$ cat config.mk
export PLATFORM = sky130hd
export DESIGN_NAME = fpu_mult_arbiter
export DESIGN_NICKNAME = d
export VERILOG_FILES = /design/src/rtl/fpu_mult_arbiter.sv
export SDC_FILE = /design/constraint.sdc
export NUM_CORES = 1
export LEC_CHECK = 0
export CAP_MARGIN = 20
export CORE_MARGIN = 3
export CORE_UTILIZATION = 60
export CTS_BUF_LIST = sky130_fd_sc_hd__clkbuf_8
export CTS_CLUSTER_DIAMETER = 50
export DETAILED_ROUTE_END_ITERATION = 16
export PLACE_DENSITY = 0.95
export SETUP_SLACK_MARGIN = 0.1
export SLEW_MARGIN = 5
export SYNTH_ARGS = -nofsm -noshare
export SYNTH_HDL_FRONTEND = slang
export SYNTH_SLANG_ARGS = --single-unit
export TNS_END_PERCENT = 1
$ cat constraint.sdc
create_clock -name clk -period 8.6 [get_ports clk]
set_input_delay 1.72 -clock clk [delete_from_list [all_inputs] [get_ports clk]]
set_output_delay 1.72 -clock clk [all_outputs]
set_load 0.1 [all_outputs]
$ cat src/rtl/fpu_mult_arbiter.sv
// fpu_mult_arbiter: credit-gated two-requester arbiter for a shared fixed-latency FP multiply pipeline with per-requester result FIFOs
// Define FPU_MULT_ARB_PRIORITY_EN for strict priority to requester 0 instead of round-robin.
module fpu_mult_arbiter #(
   parameter int LATENCY      = 3,
   parameter int RESULT_DEPTH = 8,
   parameter int RESULT_WIDTH = 32
) (
   input  logic                         clk,
   input  logic                         rst,
   input  logic [1:0]                   req_valid,
   output logic [1:0]                   req_ready,
   input  logic [1:0][31:0]             req_a,
   input  logic [1:0][31:0]             req_b,
   input  logic [1:0][2:0]              req_mode,
   output logic                         mul_valid,
   output logic [31:0]                  mul_a,
   output logic [31:0]                  mul_b,
   output logic [2:0]                   mul_mode,
   input  logic                         mul_result_valid,
   input  logic [RESULT_WIDTH-1:0]      mul_result,
   output logic [1:0]                   rsp_valid,
   input  logic [1:0]                   rsp_ready,
   output logic [1:0][RESULT_WIDTH-1:0] rsp_data,
   output logic                         mul_error
);
   localparam int AW = $clog2(RESULT_DEPTH);
   localparam int CW = AW + 1;
   logic [1:0] elig, ret_vec, push_vec, pop_vec;
   logic gnt_any, gnt_idx, mul_src;
   logic [LATENCY-1:0] tag_v, tag_s;
   logic [CW-1:0] fifo_count [2];
   logic [CW-1:0] inflight [2];
   logic [AW-1:0] wptr [2];
   logic [AW-1:0] rptr [2];
   logic [RESULT_WIDTH-1:0] mem [2][RESULT_DEPTH];
`ifndef FPU_MULT_ARB_PRIORITY_EN
   logic last;
`endif
   // eligibility comes only from registered occupancy, so a grant can never overrun a FIFO
   always_comb begin
      for (int i = 0; i < 2; i++)
         elig[i] = req_valid[i] && (int'(fifo_count[i]) + int'(inflight[i]) < RESULT_DEPTH);
      gnt_any = |elig;
`ifdef FPU_MULT_ARB_PRIORITY_EN
      gnt_idx = ~elig[0];
`else
      gnt_idx = &elig ? ~last : elig[1];
`endif
      req_ready = (rst && gnt_any) ? 2'b01 << gnt_idx : 2'b00;
   end
   // the tag pipe tail says which FIFO the current pipeline result belongs to
   always_comb begin
      ret_vec = tag_v[LATENCY-1] ? 2'b01 << tag_s[LATENCY-1] : 2'b00;
      push_vec = mul_result_valid ? ret_vec : 2'b00;
      for (int i = 0; i < 2; i++) begin
         rsp_valid[i] = fifo_count[i] != '0;
         rsp_data[i] = rsp_valid[i] ? mem[i][rptr[i]] : '0;
      end
      pop_vec = rsp_valid & rsp_ready;
   end
`ifndef FPU_MULT_ARB_PRIORITY_EN
   // remember the last winner so ties alternate; requester 0 wins the first tie
   always_ff @(posedge clk or negedge rst)
      if (!rst) last <= 1'b1;
      else if (gnt_any) last <= gnt_idx;
`endif
   // issue registers, tag pipe aligned to the pipeline latency, occupancy counters and sticky error
   always_ff @(posedge clk or negedge rst) begin
      if (!rst) begin
         mul_valid <= 1'b0;
         mul_src <= 1'b0;
         mul_a <= '0;
         mul_b <= '0;
         mul_mode <= '0;
         tag_v <= '0;
         tag_s <= '0;
         mul_error <= 1'b0;
         for (int i = 0; i < 2; i++) begin
            fifo_count[i] <= '0;
            inflight[i] <= '0;
            wptr[i] <= '0;
            rptr[i] <= '0;
         end
      end else begin
         mul_valid <= gnt_any;
         mul_src <= gnt_idx;
         if (gnt_any) begin
            mul_a <= req_a[gnt_idx];
            mul_b <= req_b[gnt_idx];
            mul_mode <= req_mode[gnt_idx];
         end
         tag_v <= LATENCY'({tag_v, mul_valid});
         tag_s <= LATENCY'({tag_s, mul_src});
         if (mul_result_valid != tag_v[LATENCY-1]) mul_error <= 1'b1;
         for (int i = 0; i < 2; i++) begin
            inflight[i] <= inflight[i] + CW'(req_ready[i]) - CW'(ret_vec[i]);
            fifo_count[i] <= fifo_count[i] + CW'(push_vec[i]) - CW'(pop_vec[i]);
            wptr[i] <= wptr[i] + AW'(push_vec[i]);
            rptr[i] <= rptr[i] + AW'(pop_vec[i]);
         end
      end
   end
   // result storage needs no reset because rsp_data is masked while a FIFO is empty
   always_ff @(posedge clk)
      for (int i = 0; i < 2; i++)
         if (push_vec[i]) mem[i][wptr[i]] <= mul_result;
endmodule

=== Word level (Yosys, flattened, before mapping) ===
Memories as Yosys holds them, arrays and structs flattened.
Cells that the tools add are included.

* Add/sub/neg operators: 14
* Magnitude comparators: 9
* Equal/unequal tests: 1
* Shifts and indexed selects: 2
* Multiplexer cells: 26
* Bitwise gates (word level): 6
* Reductions and logical operators: 9

{| class="wikitable"
|+ Operators with widths
! kind !! count
|-
| $mux 256 || 2
|-
| $mux 32 || 12
|-
| $bmux 32 s3 || 2
|-
| $demux 32 s3 || 2
|-
| $add 4x1->4 || 4
|-
| $ge 4x4->1 const B || 4
|-
| $not 3->4 || 4
|-
| $sub 4x1->4 || 4
|-
| $add 3x1->3 || 4
|-
| $add 4x4->5 || 2
|-
| $lt 5x4->1 const B || 2
|-
| $lt 4x1->1 const B || 2
|-
| $reduce_bool 4->1 || 2
|-
| $mux 2 || 3
|-
| $mux 3 || 2
|-
| $logic_and 1x1->1 || 5
|-
| $shl 1x1->2 const A || 2
|-
| $mux 1 || 3
|-
| $and 2x2->2 || 1
|-
| $lt 1x2->1 const B || 1
|-
| $reduce_and 2->1 || 1
|-
| $reduce_or 2->1 || 1
|-
| $ne 1x1->1 || 1
|-
| $not 1->1 || 1
|}

* Register bits after elaboration: 105
* Bits in writable memories: 512
* Input port bits: 173
* Memories: 1

{| class="wikitable"
|+ Memories
! memory !! depth !! width !! read ports !! clocked after memory_dff !! write ports !! RTL line !! source
|-
| mem || 2 || 256 || 2 || 0 || 2 || 35 || <nowiki>logic [RESULT_WIDTH-1:0] mem [2][RESULT_DEPTH];</nowiki>
|}

=== Longest topological paths before layout ===
Gate-level depths: netlist of the first run.

* Word-level depth: 9
* Gate-level depth with buffers: 11
* Depth with buffers taken out: 10

=== Worst setup path before layout of the first run ===
Ideal clock, no wire load.

* Kind: input to output
* Start: input req_valid[0]
* End: output req_ready[0]
* Arrival: 4.517 ns
* Path slack: 2.363 ns
* Stages on the path: 4
* Cells stage by stage: nor4b_1 o21ai_2 clkbuf_1 nor3_1

* Cells in the longest elaborated chain, start to end: 5
* Elaborated cells on any way between the ends: 7
* Those cells by class: 1 x shift; 2 x mux; 4 x reduce/logical

{| class="wikitable"
|+ Ends and longest elaborated chain
! element !! RTL line !! source
|-
| start: declaration || 10 || <nowiki>input logic [1:0] req_valid,</nowiki>
|-
| $logic_and 1x1->1 (*) || 42 || <nowiki>elig[i] = req_valid[i] && (int'(fifo_count[i]) + int'(inflight[i]) < RESULT_DEPTH);</nowiki>
|-
| $reduce_and 2->1 || 47 || <nowiki>gnt_idx = &elig ? ~last : elig[1];</nowiki>
|-
| $mux 1 || 47 ||
|-
| $shl 1x1->2 || 49 || <nowiki>req_ready = (rst && gnt_any) ? 2'b01 << gnt_idx : 2'b00;</nowiki>
|-
| $mux 2 (*) || 49 ||
|-
| end: declaration || 11 || <nowiki>output logic [1:0] req_ready,</nowiki>
|}

Mark *: on every way between the ends. The rest lies on a longest branch, timed or not.

=== Worst setup path after layout of the first run ===
Same ends and word-level chain as after synthesis.

==> impl_metrics.ini, run 1 <==
[place]
hpwl_mm = 36.3
gp_congestion = 0.860
numPortBuffers = 309
pre_cts_ws_ns = 2.17
placed_cell_area_um2 = 28100

[cts]
cts_max_level = 3
cts-root-buf = clkbuf_8
clk_latency_ns = 0.65
numCtsBuffers = 92
tritoncts = done
clockBufferDepth = 3
clk_pin_slew_ns = 0.07
cts_setup_buffers = 0
clkSinkCount = 617
cts-hold-fix-buffers = 0
cts_resized = 0

[synthesis]
synth_compound_area_frac = 0.0355
synthFlopType = edfxtp_1
yosys.area_share.simple = 0.0374
ys_warn_count = 0
synthCells = 1223
yosys.area_share.adder = 0.0197
seq_area_frac_synth = 0.739
synth.net_count = 1432
synthArstFlopShare = 0.170
synth_top_family_by_area = multiplexers
ys_ff_latch = 617
synth.distinct_cells = 37
synth_area_um2 = 24400
yosysMostFrequentCell = edfxtp_1
synthTopCellsByArea = edfxtp_1, mux4_2, dfrtp_1
netlist.area_leader.share = 0.631
synth_xor_area_frac = 0.00503
synthTopCellsByCount = edfxtp_1, mux4_2, dfrtp_1
synth_edf_count = 512
synth_top_cell_by_area = edfxtp_1
syn_area_per_cell_um2 = 19.9
synthMuxAreaShare = 0.145

[finish]
multiInputGateArea_um2 = 6030
area_growth_syn_to_layout_pct = 22.9
regArea_um2 = 18000
finalNetCount = 1792
fillers = 2053
layout-drive-gt1-share = 0.223
final_core_util = 0.750
stdcell_area_um2 = 30000

[die]
row_count = 73
start_util = 0.611
fp.dieH_um = 208
io-pin-count = 310
die_x_um = 208
die-area_um2 = 43100
core_area_um2 = 39900

[timing]
rsz0062_at_grt = no
fin_crit_sh = 0.749
setup_viol_count_final = 0
setup_tns_ns = 0
finalWorstSetupSlack_ns = 2.16
hold_viol = 0
relSlewSlack = 0.256
skew_ns = 0.0329
fin_crit_ns = 6.44
tightest_slew_ns = 1.11
fmax_ghz = 0.155
slew_viol_final = 0

[global_route]
antenna_found_initial = 4
grt_remaining_overflow = 0
grt_max_degree = 70
grt_use_total = 0.294
grt_pass1_wl_mm = 94.7
grt_pass1_vias = 15100

[worst_setup_path]
cp.arrival_ns = 4.72
required_ns = 6.88
end_kind = primary output
startpoint_type = input port
critPathKind = in2out
r2r_slack_ns = 5.53
r2r_cells = 9
r2r-end = inflight[5]
path_max_fanout = 68
r2r_start = fifo_count[3]

[min_path]
hold_end = tag_s[1]
hp-start = tag_s[0]
hold_depth = 0
hold_path.class = reg2reg

[drt]
vias = 13900
wirelength_mm = 62.3
dr.pass1.iters = 6
drcViolationCount = 0
first_iter_violations = 1338
drtAntennaViolNets = 0
vias_per_cell = 6.38
wl_per_cell_um = 28.5

[run_status]
outcome = complete, no violations

[job]
drv_cap = 0
-- metrics by stage --
stage,hold slack [ns],instances
floorplan,0.331,1223
global placement,0.332,2014
detailed placement,0.343,2014
CTS,0.354,2182
global route,0.360,2182
finish,0.353,2183
-- worst max path at each step --
stage | start | to | slack [ns]
finish | req_valid[0] | req_ready[0] | 2.16
global route | req_valid[0] | req_ready[0] | 1.97
CTS | req_valid[0] | req_ready[0] | 2.17
detailed placement | req_valid[0] | req_ready[0] | 2.17
global placement | req_valid[0] | req_ready[0] | 2.12
floorplan | req_valid[0] | req_ready[0] | 2.36
-- registers in the layout, indices dropped and copies added, names as in the netlist --
signal / cells
mem: 512
mul_a: 32
mul_b: 32
fifo_count: 8
inflight: 8
rptr: 6
wptr: 6
mul_mode: 3
tag_s: 3
tag_v: 3
last: 1
mul_error: 1
mul_src: 1
mul_valid: 1
-- cell type report --
type	instances	share of cell area
Sequential cell	617	0.601
Multi-Input combinational cell	498	0.201
Timing Repair Buffer	338	0.110
Clock buffer	98	0.0450
Tap cell	525	0.0219
Clock inverter	70	0.0152
Inverter	36	0.00451
Antenna cell	1	0.0000835
-- metal layers --
| layer | track usage | vias up | wire [um] |
|---|---|---|---|
| met4 | 0.126 | 8 | 2720 |
| li1 | - | 5684 | - |
| met2 | 0.504 | 905 | 32700 |
| met5 | 0 | - | 50 |
| met3 | 0.0642 | 189 | 5440 |
| met1 | 0.365 | 7134 | 21400 |
-- critical path, cell delays in order --
cell,delay [ns]
clkdlybuf4s50_1,0.45
nor4b_1,0.47
o21ai_4,0.18
buf_4,0.35
nor3_1,0.31
clkdlybuf4s50_1,1.22
-- placed cells by master, fill, tap and decap left out, drive strengths merged, types with 2 or more instances in the layout --
cell / instances
a21o: 6
a21oi: 4
and2: 2
and3: 3
buf: 30
bufinv: 5
clkbuf: 98
clkdlybuf4s50: 308
clkinv: 29
dfrtp: 104
edfxtp: 512
fa: 4
ha: 32
inv: 71
mux2i: 64
mux4: 128
nand2: 5
nand2b: 5
nor2: 78
nor2b: 3
nor3: 6
o21ai: 2
o221a: 67
or3: 68
xnor2: 8
xor2: 6
-- cells by family after synthesis --
group | Yosys count
flops | 617
mux | 192
simple gates | 175
buf+inv | 108
compound gates | 81
fa+ha+maj | 36
xor+xnor | 14
Power of run 1 is left out: the tool's default activity adds up to more than one toggle a clock period on the data nets, which glitch-free logic cannot reach.
==> inputs of run 2 (changes only) <==
--- a/config.mk
+++ b/config.mk
@@ -7,11 +7,11 @@
 export LEC_CHECK = 0
 export CAP_MARGIN = 20
 export CORE_MARGIN = 3
-export CORE_UTILIZATION = 60
+export CORE_UTILIZATION = 57
 export CTS_BUF_LIST = sky130_fd_sc_hd__clkbuf_8
 export CTS_CLUSTER_DIAMETER = 50
 export DETAILED_ROUTE_END_ITERATION = 16
-export PLACE_DENSITY = 0.95
+export PLACE_DENSITY = 0.92
 export SETUP_SLACK_MARGIN = 0.1
 export SLEW_MARGIN = 5
 export SYNTH_ARGS = -nofsm -noshare
==> constraint.sdc (replaced) <==
create_clock -name clk -period 6.16 [get_ports clk]
set_input_delay 1.232 -clock clk [delete_from_list [all_inputs] [get_ports clk]]
set_output_delay 1.232 -clock clk [all_outputs]
set_load 0.1 [all_outputs]
==> run 2 against run 1 <==
- flip-flop and latch count unchanged
- setup slack lost 1.1 ns
- die area rose by 5.1%
- core utilization is 4.1 points lower
- global-route usage down 3.0 points
- cell count increased by 0.41%
- critical path depth fell by 1
- wire length shrank 6.4%
- design area fell by 0.14%
- critical endpoint is now rsp_data[29]
==> impl_metrics.ini, run 2 (synthesis gave the netlist of run 1 again) <==
[worst_setup_path]
slowest_stage = clkdlybuf4s50_1
startpoint_type = flop
r2r_start = fifo_count[7]
crit_path_start = rptr[3]
end_kind = primary output
critPathKind = reg2out
r2r_slack_ns = 3.08
cp_cell_sequence = buf_12, mux4_2, mux2i_1, nor2_1, clkdlybuf4s50_1
required_ns = 4.93
cpPeakStageDelay_ns = 1.00
cp.arrival_ns = 3.82
path_max_fanout = 35

[timing]
skew_ns = 0.0342
fin_crit_sh = 0.820
hold_viol = 0
setup_viol_count_final = 0
relSlewSlack = 0.235
setup_tns_ns = 0
tightest_slew_ns = 1.15
rsz0062_at_grt = no
fmax_ghz = 0.198
fin_crit_ns = 5.05
slew_viol_final = 0

[cts]
clk_latency_ns = 0.66
clk_pin_slew_ns = 0.06
cts-hold-fix-buffers = 0
cts_setup_buffers = 0
tritoncts = done
cts_resized = 0
clockBufferDepth = 3
cts-root-buf = clkbuf_8
cts_max_level = 3
numCtsBuffers = 92
clkSinkCount = 617

[finish]
final_core_util = 0.710
layout-drive-gt1-share = 0.218
fillers = 2387
largest_reg_flops = 512
final_common_cell = edfxtp_1
finalNetCount = 1794
final_cell_mix = edfxtp_1, clkdlybuf4s50_1, mux4_2
area_growth_syn_to_layout_pct = 22.7
diodes = 0

[run_status]
outcome = complete, no violations

[global_route]
grt_remaining_overflow = 0
grt_pass1_wl_mm = 87.6
grt_pass1_vias = 14700
grt_use_total = 0.263
grt_max_degree = 72
antenna_found_initial = 2

[drt]
drtAntennaViolNets = 0
first_iter_violations = 1107
drcViolationCount = 0
vias = 13500
wl_per_cell_um = 26.6
wirelength_mm = 58.3
dr.pass1.iters = 5
vias_per_cell = 6.16

[die]
io-pin-count = 310
row_count = 75
die-area_um2 = 45300
core_area_um2 = 42100
fp.dieH_um = 213
die_x_um = 213
start_util = 0.578

[job]
drv_cap = 0

[place]
hpwl_mm = 35.7
gp_congestion = 0.869
numPortBuffers = 309

[min_path]
hold_path.class = reg2reg
hp-start = tag_v[0]
-- run 2: cell count changes in the layout (fill, tap and decap cells not counted), moves of 2 or more --
cell / previous run / this run
clkinv_8: 3 / 1
clkbuf_8: 98 / 94
clkinv_1: 13 / 22
clkdlybuf4s50_1: 308 / 306
bufinv_16: 5 / 3
inv_8: 0 / 2
buf_16: 0 / 2
clkinv_2: 13 / 5
inv_1: 70 / 68
buf_12: 0 / 2
-- run 2: worst paths after layout --
kind                                     end  depth (start not counted)
worst min-delay path                tag_v[1]                          0
min in group asynchronous          mul_a[10]                          1
worst max-delay path            rsp_data[29]                          5
worst max register to register   inflight[6]                          9
worst min register to register      tag_v[1]                          0
max in group asynchronous            rptr[3]                          2
-- run 2: metrics by stage --
step	hold slack [ns]	instances	instance area, um^2	setup WS, ns
6_report	0.347	2192	29900	1.11
5_1_grt	0.359	2192	29900	0.923
2_1_floorplan	0.331	1223	24400	0.899
4_1_cts	0.345	2192	29900	1.02
3_3_place_gp	0.334	2028	28200	1.69
3_5_place_dp	0.335	2030	28200	1.60
-- run 2: critical path: cells and delay by family, from the launching register on --
kind / cells / cell delay, ns
buffers and inverters: 2 / 1.38
muxes: 2 / 0.86
DFF: 1 / 0.84
and+or+nand+nor: 1 / 0.08
-- run 2: cell type report --
| cell class | count | area [um^2] | area share |
|---|---|---|---|
| Tap cell | 539 | 674 | 0.0225 |
| Sequential cell | 617 | 18000 | 0.602 |
| Inverter | 36 | 135 | 0.00452 |
| Clock inverter | 68 | 380 | 0.0127 |
| Multi-Input combinational cell | 498 | 6030 | 0.202 |
| Timing Repair Buffer | 340 | 3380 | 0.113 |
| Clock buffer | 94 | 1290 | 0.0433 |
-- run 2: metal layers --
metal | vias to the layer above | track usage | wire (um)
met5 | - | 0 | 23
met4 | 4 | 0.113 | 2410
met3 | 159 | 0.0695 | 5200
met2 | 799 | 0.461 | 30500
met1 | 6864 | 0.310 | 20200
li1 | 5679 | - | -
Power of run 2 is left out for the same reason.
